### src/rtl/de2i150_io_pkg.sv
// Shared types and constants for the DE2i-150 switch/key/LED controller.
package de2i150_io_pkg;

  localparam int unsigned N_SW  = 18;
  localparam int unsigned N_KEY = 4;

  localparam logic [N_SW-1:0] CHASE_SEED = 18'h00001;

  typedef enum logic [1:0] {
    MIRROR = 2'd0,
    COUNT  = 2'd1,
    CHASE  = 2'd2,
    HOLD   = 2'd3
  } mode_e;

  // Green LED status word, MSB first.
  typedef struct packed {
    logic             paused;
    logic [3:0]       mode_onehot;
    logic [N_KEY-1:0] pressed;
  } ledg_t;

  function automatic mode_e next_mode(input mode_e m);
    case (m)
      MIRROR:  return COUNT;
      COUNT:   return CHASE;
      CHASE:   return HOLD;
      default: return MIRROR;
    endcase
  endfunction

  function automatic logic [3:0] mode_onehot(input mode_e m);
    case (m)
      MIRROR:  return 4'b0001;
      COUNT:   return 4'b0010;
      CHASE:   return 4'b0100;
      default: return 4'b1000;
    endcase
  endfunction

endpackage

### src/rtl/key_debounce.sv
// One push-button: 2-FF synchroniser, stability counter and press pulse.
// key_n is active-low; pressed/press are active-high.
module key_debounce #(
  parameter int unsigned DEBOUNCE_CYCLES = 500_000
) (
  input  logic clk,
  input  logic rst,
  input  logic key_n,
  output logic pressed,
  output logic press
);

  localparam int unsigned CW = (DEBOUNCE_CYCLES > 1) ? $clog2(DEBOUNCE_CYCLES + 1) : 1;

  logic          meta_n;
  logic          sync_n;
  logic [CW-1:0] cnt;

  // Counter only runs while the synced level disagrees with the accepted one,
  // so any bounce back to the accepted level restarts the window.
  always_ff @(posedge clk) begin
    if (rst) begin
      meta_n  <= 1'b1;
      sync_n  <= 1'b1;
      cnt     <= '0;
      pressed <= 1'b0;
      press   <= 1'b0;
    end else begin
      meta_n <= key_n;
      sync_n <= meta_n;
      press  <= 1'b0;
      if (sync_n == ~pressed) begin
        cnt <= '0;
      end else if (cnt == CW'(DEBOUNCE_CYCLES - 1)) begin
        cnt     <= '0;
        pressed <= ~sync_n;
        press   <= ~sync_n;
      end else begin
        cnt <= cnt + CW'(1);
      end
    end
  end

endmodule

### src/rtl/de2i150_led_sequencer.sv
// DE2i-150 board I/O controller: debounced keys drive a mode FSM that selects
// the LEDR source (switch mirror, counter, walking-one chase, frozen snapshot).
module de2i150_led_sequencer
  import de2i150_io_pkg::*;
#(
  parameter int unsigned DEBOUNCE_CYCLES = 500_000,
  parameter int unsigned TICK_CYCLES     = 12_500_000
) (
  input  logic             CLOCK_50,
  input  logic             RST,
  input  logic [N_SW-1:0]  SW,
  input  logic [N_KEY-1:0] KEY,
  output logic [N_SW-1:0]  LEDR,
  output logic [8:0]       LEDG
);

  localparam int unsigned PW = (TICK_CYCLES > 1) ? $clog2(TICK_CYCLES) : 1;

  logic [N_KEY-1:0] pressed;
  logic [N_KEY-1:0] press;

  logic [N_SW-1:0] sw_meta;
  logic [N_SW-1:0] sw_sync;

  mode_e           mode,     mode_n;
  logic [N_SW-1:0] count,    count_n;
  logic [N_SW-1:0] chase,    chase_n;
  logic [N_SW-1:0] snapshot, snapshot_n;
  logic            paused,   paused_n;
  logic [PW-1:0]   presc,    presc_n;
  logic [N_SW-1:0] ledr_n;
  ledg_t           ledg_n;
  logic            tick_c;

  for (genvar i = 0; i < int'(N_KEY); i++) begin : g_key
    key_debounce #(
      .DEBOUNCE_CYCLES (DEBOUNCE_CYCLES)
    ) u_key_debounce (
      .clk     (CLOCK_50),
      .rst     (RST),
      .key_n   (KEY[i]),
      .pressed (pressed[i]),
      .press   (press[i])
    );
  end

  always_ff @(posedge CLOCK_50) begin
    if (RST) begin
      sw_meta <= '0;
      sw_sync <= '0;
    end else begin
      sw_meta <= SW;
      sw_sync <= sw_meta;
    end
  end

  always_ff @(posedge CLOCK_50) begin
    if (RST) begin
      mode     <= MIRROR;
      count    <= '0;
      chase    <= CHASE_SEED;
      snapshot <= '0;
      paused   <= 1'b0;
      presc    <= '0;
      LEDR     <= '0;
      LEDG     <= '0;
    end else begin
      mode     <= mode_n;
      count    <= count_n;
      chase    <= chase_n;
      snapshot <= snapshot_n;
      paused   <= paused_n;
      presc    <= presc_n;
      LEDR     <= ledr_n;
      LEDG     <= ledg_n;
    end
  end

  // Exclusive priority: soft clear, count load, mode advance, then tick step.
  always_comb begin
    mode_n     = mode;
    count_n    = count;
    chase_n    = chase;
    snapshot_n = snapshot;
    paused_n   = paused;
    tick_c     = (presc == PW'(TICK_CYCLES - 1));
    presc_n    = tick_c ? '0 : presc + PW'(1);

    if (press[3]) begin
      count_n  = '0;
      chase_n  = CHASE_SEED;
      paused_n = 1'b0;
      presc_n  = '0;
    end else if (press[2]) begin
      count_n = sw_sync;
      if (press[1]) paused_n = ~paused;
    end else if (press[0]) begin
      mode_n   = next_mode(mode);
      paused_n = 1'b0;
      presc_n  = '0;
      if (mode_n == CHASE) chase_n = CHASE_SEED;
      if (mode_n == HOLD) snapshot_n = LEDR;
    end else begin
      if (press[1]) paused_n = ~paused;
      if (tick_c && !paused) begin
        case (mode)
          COUNT:   count_n = count + N_SW'(1);
          CHASE:   chase_n = {chase[N_SW-2:0], chase[N_SW-1]};
          default: ;
        endcase
      end
    end
  end

  // LED sources follow the next-state values so effects land one cycle after a press.
  always_comb begin
    ledr_n = sw_sync;
    case (mode_n)
      MIRROR:  ledr_n = sw_sync;
      COUNT:   ledr_n = count_n;
      CHASE:   ledr_n = chase_n;
      default: ledr_n = snapshot_n;
    endcase
    ledg_n.paused      = paused_n;
    ledg_n.mode_onehot = mode_onehot(mode_n);
    ledg_n.pressed     = pressed;
  end

endmodule

### config.mk
export PLATFORM = sky130hd
export DESIGN_NAME = de2i150_led_sequencer
export DESIGN_NICKNAME = d
export VERILOG_FILES = /design/src/rtl/de2i150_io_pkg.sv /design/src/rtl/key_debounce.sv /design/src/rtl/de2i150_led_sequencer.sv
export SDC_FILE = /design/constraint.sdc
export NUM_CORES = 1
export LEC_CHECK = 0
export ABC_AREA = 1
export BUFFER_PORTS_ARGS = -buffer_cell sky130_fd_sc_hd__buf_2
export CAP_MARGIN = 20
export CORE_MARGIN = 2
export CORE_UTILIZATION = 50
export DETAILED_ROUTE_END_ITERATION = 12
export HOLD_SLACK_MARGIN = 0.06
export PLACE_DENSITY = 0.71
export SLEW_MARGIN = 20
export SYNTH_ARGS = -nofsm -noshare
export SYNTH_HDL_FRONTEND = slang
export SYNTH_SLANG_ARGS = --single-unit
### constraint.sdc
create_clock -name CLOCK_50 -period 4.7 [get_ports CLOCK_50]
set_input_delay 0.235 -clock CLOCK_50 [delete_from_list [all_inputs] [get_ports CLOCK_50]]
set_output_delay 0.235 -clock CLOCK_50 [all_outputs]
set_load 0.005 [all_outputs]
==> metrics, run 1 <==
global placer's final weighted congestion=between 0.9 and 1; PostCTS Resize Cnt=0; drt initial violations=778; Clk Latency, worst-skew pair=~0.53 ns; initial antenna violation count=1; WL/cell=between 10 and 15 um; Power Density=336 nW/um^2; Crit. End Element=register; vias per inst=just over 5; drt pass-1 iters=7; Worst slew margin=51.2%; post-route ant nets=0; largest net degree at the start of global routing=between 50 and 60; status=completed; core footprint=21800 um^2; crit-path most repeated cell=inv_1; Warnings, synthesis=0; fin crit period=roughly 2.6 ns; first-pass GRT wire length=approximately 42000 um; Top Family by Delay on Critical Path=buffers and inverters; post-synthesis net count=around 1600; Final setup viols=0; Max Fclk=about 390 MHz; critical-path cell with the highest stage delay=dfxtp_1; layout cells sized above 1=between 10% and 20%; FP Rows=54; Synth Register Bits=around 240; most common cell after layout, fill and taps aside=nand2_1; top cells by area, synth=dfxtp_1 (43%), nand2_1 (12%), nor2_1 (8.6%); Post-CTS Setup Inserts=0; Overflow after GRT=0; Sink Count=between 200 and 250; measured slew at the worst slew-check pin=0.731 ns; Critical Path AT=3.08 ns; number of global-route vias before repair=slightly below 9000; worst path required time=~5.2 ns; Synth cell types=48; Die Area=between 20000 and 25000 um^2; Mapped Area=between 10000 and 15000 um^2; fin crit share=a little under three fifths; I/O Buffers=50; clk slew on worst S/H paths=approximately 0.06 ns; routed vias=a little under 10000; crit path max fanout=15; # DRC=0; leakage dissipation=5.31 nW; n_diodes=0; cell breakdown of the critical path=buf_4 -> inv_2 -> nand2_4 -> xor2_4 -> inv_1 -> nor2_4 -> inv_1 -> o21ai_0 -> inv_1 -> nand2_1; commonest cells after routing, fill and taps aside=nand2_1 (348), nor2_1 (253), dfxtp_1 (235); IO Count=51; Root Driver=clkbuf_16; Seq/Total Area, Yosys=between 40% and 50%; GRT Util Overall=about a fifth; final WL=around 25000 um; Worst Skew=0.00625 ns; dpl hpwl=approximately 18000 um; Synth-to-Final Area Change=13.5%; Hold Buf Count CTS=22; VDD IR max=approximately 0.32 mV; Synth top area share=42.7%; htree depth=1; Cells after Synth=1575; CTS Buf Count=25; worst path bufs/invs=5; Hold Vio Cnt, Final=0; placed cell count=between 1500 and 2000; Initial Util=between 50% and 60%; Die H=152 um; CP startpoint kind=register; Worst path max stage delay=roughly 0.74 ns; die width=152 um; Max clock buf depth=3; TNS Setup=0 ns; # nets final=1668; Max Slew Vio Count=0; CTS tree=yes; Post-Syn Area per Cell=around 7.0 um^2; Final Instance Count excl. Fillers=around 1900; Yosys top cell by area=dfxtp_1; filler instances=roughly 2100; HP Class=in2reg; Max Cap Viol=0; RSZ-0062 raised after global routing=no; Crit Path Class=reg2reg
## metal layers
layer | share of wire [%] | up-vias | wire length (um) | track usage [%]
li1 | - | 5058 | - | -
met1 | 47 | 4370 | 11800 | 29.9
met2 | 44 | 281 | 11200 | 34.2
met3 | 6.7 | 46 | 1680 | 3.10
met4 | 2.2 | 2 | 554 | 5.42
met5 | 0.052 | - | 13 | 0
## metrics by stage
step	setup slack (ns)	utilization [%]	instance area, um^2	hold slack, ns	total power [mW]
floorplan	2.97	-	11000	0.339	2.13
global placement	2.30	52.5	11400	0.389	2.16
detailed placement	2.19	52.5	11400	0.392	2.16
CTS	2.16	57.5	12500	0.170	4.24
global route	1.90	57.5	12500	0.211	4.33
finish	2.10	57.5	12500	0.192	4.20
## power breakdown
part / total, mW / switching [mW] / internal, mW
sequential: 2.03 / 0.0137 / 2.02
combinational: 0.102 / 0.0598 / 0.0421
clock: 2.07 / 0.814 / 1.25
## Yosys cell counts (all sizes together)
library cell,count
nand2,362
nor2,281
dfxtp,235
inv,234
nand3,112
o21ai,67
a21oi,60
nor3,43
nand4,30
clkbuf,25
xor2,25
buf,18
or2,18
nor4,15
nor3b,11
ha,8
o21a,6
xnor2,5
a31oi,4
a211oi,3
nand3b,3
a21o,2
a22oi,2
o22ai,2
a21boi,1
and3,1
clkinv,1
o211a,1
## worst register-to-register path, stage by stage (launching register included)
cell and delay [ns]:
dfxtp_1 0.74, buf_4 0.32, inv_2 0.08, nand2_4 0.11, xor2_4 0.28, inv_1 0.16, nor2_4 0.29, inv_1 0.14
o21ai_0 0.24, inv_1 0.12, nand2_1 0.07
## layout make-up
class / instances / area (um^2) / share of cell area [%]
Clock buffer: 33 / 686 / 5.48
Sequential cell: 235 / 4700 / 37.6
Tap cell: 280 / 350 / 2.80
Inverter: 235 / 885 / 7.07
Multi-Input combinational cell: 1062 / 5190 / 41.5
Timing Repair Buffer: 77 / 508 / 4.06
Clock inverter: 11 / 176 / 1.41
## flip-flops by register name, indices dropped and copies added, names as in the netlist, 9 cells and up
register	cells
snapshot	18
LEDR	18
presc	24
LEDG	9
chase	18
sw_sync	18
count	18
sw_meta	18
g_key.u_key_debounce.cnt	76
## worst paths after layout
check | startpoint | slack [ns] | depth (start not counted) | end
setup reg to reg | g_key[3].u_key_debounce.press | 2.10 | 10 | LEDR[1]
hold / removal | RST | 0.19 | 2 | chase[3]
setup / recovery | g_key[3].u_key_debounce.press | 2.10 | 10 | LEDR[1]
hold reg to reg | sw_meta[3] | 0.40 | 2 | sw_sync[3]
## cell families (layout without fill, tap and decap cells)
group           Yosys count  in the layout  synth area share [%]
buf+inv                 278            356                  10.2
simple gates            876            876                  36.5
flops                   235            235                  42.7
fa+ha+maj                 8              8                 0.909
xor+xnor                 30             30                  2.56
compound gates          148            148                  7.19
No activity file was read; power rests on OpenSTA's default activity.
==> inputs of run 2 (changes only) <==
Settings changed: ABC_AREA 1 to 0.
Clock period 4.7 ns to 2.65 ns, I/O delays scaled along.
==> metrics, run 2 <==
status=completed; FP Rows=about 50; # nets final=between 1000 and 1500; Synth top area share=48.2%; ys async rst share=0%; Worst slew margin=59.5%; Max Fclk=~400 MHz; # DRC=0; Final Instance Count excl. Fillers=approximately 1400; worst r2r dst=LEDR[3]; filler instances=~1700; CTS tree=yes; reg-to-reg startpoint=mode[0]; HP Class=in2reg; worst path bufs/invs=0; Post-synth EDFFs=0; Synth-to-Final Area Change=17.0%; number of flip-flops in the largest register=between 70 and 80; Worst path max stage delay=between 0.4 and 0.5 ns; storage element area=4700 um^2; largest net degree at the start of global routing=42; WL/cell=between 15 and 20 um; IO Count=51; Biggest register=g_key.u_key_debounce.cnt; fin crit period=approximately 2.5 ns; Critical Path AT=2.86 ns; Warnings, synthesis=0; Clk Latency, worst-skew pair=roughly 0.51 ns; Max Slew Vio Count=0; CP startpoint kind=register; biggest regs=g_key.u_key_debounce.cnt (76), presc (24); number of global-route vias before repair=around 7200; drt pass-1 iters=5; die width=around 140 um; Crit. End Element=register; worst path required time=a little over 3 ns; Max clock buf depth=3; leakage dissipation=4.13 nW; vias per inst=around 5.3; Synth top cells by count=dfxtp_1 (235), nor2_1 (186), nand2_1 (97); final WL=~22000 um; hold path depth=3; commonest cells after routing, fill and taps aside=dfxtp_1 (235), nor2_1 (186), nand2_1 (97); post-route ant nets=0; Synth Register Bits=~240; initial antenna violation count=0; critical-path cell with the highest stage delay=dfxtp_1; Top Family by Delay on Critical Path=simple AND/OR/NAND/NOR gates; Overflow after GRT=0; core footprint=~19000 um^2; Worst Skew=between 0.008 and 0.009 ns; Synth cell types=64; htree depth=1; Hold Vio Cnt, Final=0; Sink Count=around 240; Root Driver=clkbuf_16; I/O Buffers=50; Yosys top cell by area=dfxtp_1; clk slew on worst S/H paths=around 0.060 ns; most frequent cell after synthesis=dfxtp_1; area of the multi-input gates=~4800 um^2; first-pass GRT wire length=36100 um; RSZ-0062 raised after global routing=yes; crit-path most repeated cell=nor3b_1; Power Density=653 nW/um^2; R2R setup slack=around 0.16 ns; drt initial violations=approximately 560; Cells after Synth=~1100; most common cell after layout, fill and taps aside=dfxtp_1; cell breakdown of the critical path=ha_1 -> nor3b_1 -> nand4_2 -> nor2_4 -> nor3b_1 -> a211oi_1 -> o211ai_1; GRT Util Overall=between 20 and 25%; Seq/Total Area, Yosys=roughly half; Max Cap Viol=0; Worst Hold Launch=KEY[3]; Mapped Area=approximately 10000 um^2; crit path max fanout=10; VDD IR max=around 0.49 mV; Die H=about 140 um; fin crit share=94.0%; Power Total=about 7.5 mW; Initial Util=50.5%; Final setup viols=0; post-synthesis net count=about 1100; routed vias=~7700; n_diodes=0; measured slew at the worst slew-check pin=slightly above 0.6 ns; layout cells sized above 1=12.2%; worst r2r path cells=7; Die Area=slightly above 20000 um^2; top cells by area, synth=dfxtp_1 (48%), nor2_1 (7.2%), xor2_1 (5.7%); global placer's final weighted congestion=a little under 1; Hold Crit Endpoint=g_key[3].u_key_debounce.meta_n; Post-Syn Area per Cell=between 9 and 10 um^2; Main synth FF type=dfxtp_1; CTS Buf Count=24; placed cell count=1374; Crit Path Class=reg2reg; dpl hpwl=approximately 15000 um
run 2: cell types whose count changed in the layout (fill, tap and decap cells not counted), moves of 40 or more:
| cell | delta |
|---|---|
| nand2_1 | -251 |
| xor2_1 | +40 |
| nand3_1 | -62 |
| inv_1 | -206 |
| o21ai_0 | -47 |
| nor2_1 | -67 |
| nor2b_1 | +51 |
run 2: kinds of logic (layout without fill, tap and decap cells):
| kind of cell | count (synthesis) | count (layout) | share of synthesized area [%] |
|---|---|---|---|
| AND/OR/NAND/NOR | 534 | 534 | 27.8 |
| flip-flops | 235 | 235 | 48.2 |
| AO/OA/AOI/OAI | 119 | 119 | 8.49 |
| XOR/XNOR | 105 | 105 | 9.42 |
| buffers and inverters | 64 | 156 | 3.04 |
| multiplexers | 19 | 19 | 2.04 |
| adder cells (fa/ha/maj) | 8 | 8 | 1.03 |
run 2: metrics by stage:
step	hold slack (ns)	setup slack, ns	util [%]	TNS, ns	area, um^2
floorplan	0.236	0.394	-	0	9760
global placement	0.316	0.204	53.2	0	10300
detailed placement	0.319	0.207	53.2	0	10300
CTS	0.327	0.183	59.0	0	11400
global route	0.335	-0.0115	59.1	-0.0213	11400
finish	0.340	0.158	59.1	0	11400
run 2: layout make-up:
class | instances | area share [%]
clock buffers | 33 | 6.00
flip-flops and latches | 235 | 41.2
repair buffers | 95 | 5.65
inverters | 17 | 0.559
well taps | 265 | 2.90
clock inverters | 11 | 1.70
multi-input cells | 785 | 42.0
run 2: worst max path at each step:
stage | from | cells after the start | endpoint | slack [ns]
floorplan | mode[0] | 8 | LEDR[13] | 0.39
global placement | mode[0] | 8 | LEDR[15] | 0.20
detailed placement | presc[0] | 7 | LEDR[17] | 0.21
CTS | presc[0] | 7 | LEDR[17] | 0.18
global route | mode[0] | 7 | LEDR[3] | -0.01
finish | mode[0] | 7 | LEDR[3] | 0.16
run 2: worst reg2reg max path, cell delays in order, from the launching register on:
cell	delay, ns
dfxtp_1	0.45
ha_1	0.21
nor3b_1	0.27
nand4_2	0.35
nor2_4	0.37
nor3b_1	0.09
a211oi_1	0.45
o211ai_1	0.17
run 2: per-layer routing:
| layer | up-vias | track usage (%) | wire, um |
|---|---|---|---|
| met2 | 246 | 34.0 | 9850 |
| met5 | - | 0 | 0 |
| met3 | 44 | 5.16 | 1750 |
| met1 | 3551 | 29.8 | 9980 |
| li1 | 3866 | - | - |
| met4 | 0 | 5.83 | 522 |
run 2: where the power goes:
part	switching, mW	total (mW)	internal [mW]	leakage [nW]
registers	0.0325	3.61	3.58	1.90
logic	0.0956	0.181	0.0854	1.80
clock network	1.36	3.67	2.30	0.427
total	1.49	7.46	5.97	4.13
run 2: timing repair:
| action | 4_1_cts | 5_1_grt |
|---|---|---|
| endpoints found under the setup margin | 0 | 9 |
| hold buffers | 23 | 0 |
| resized for setup | 0 | 4 |
| buffers inserted | 0 | 0 |
| endpoints found under the hold margin | 27 | 0 |
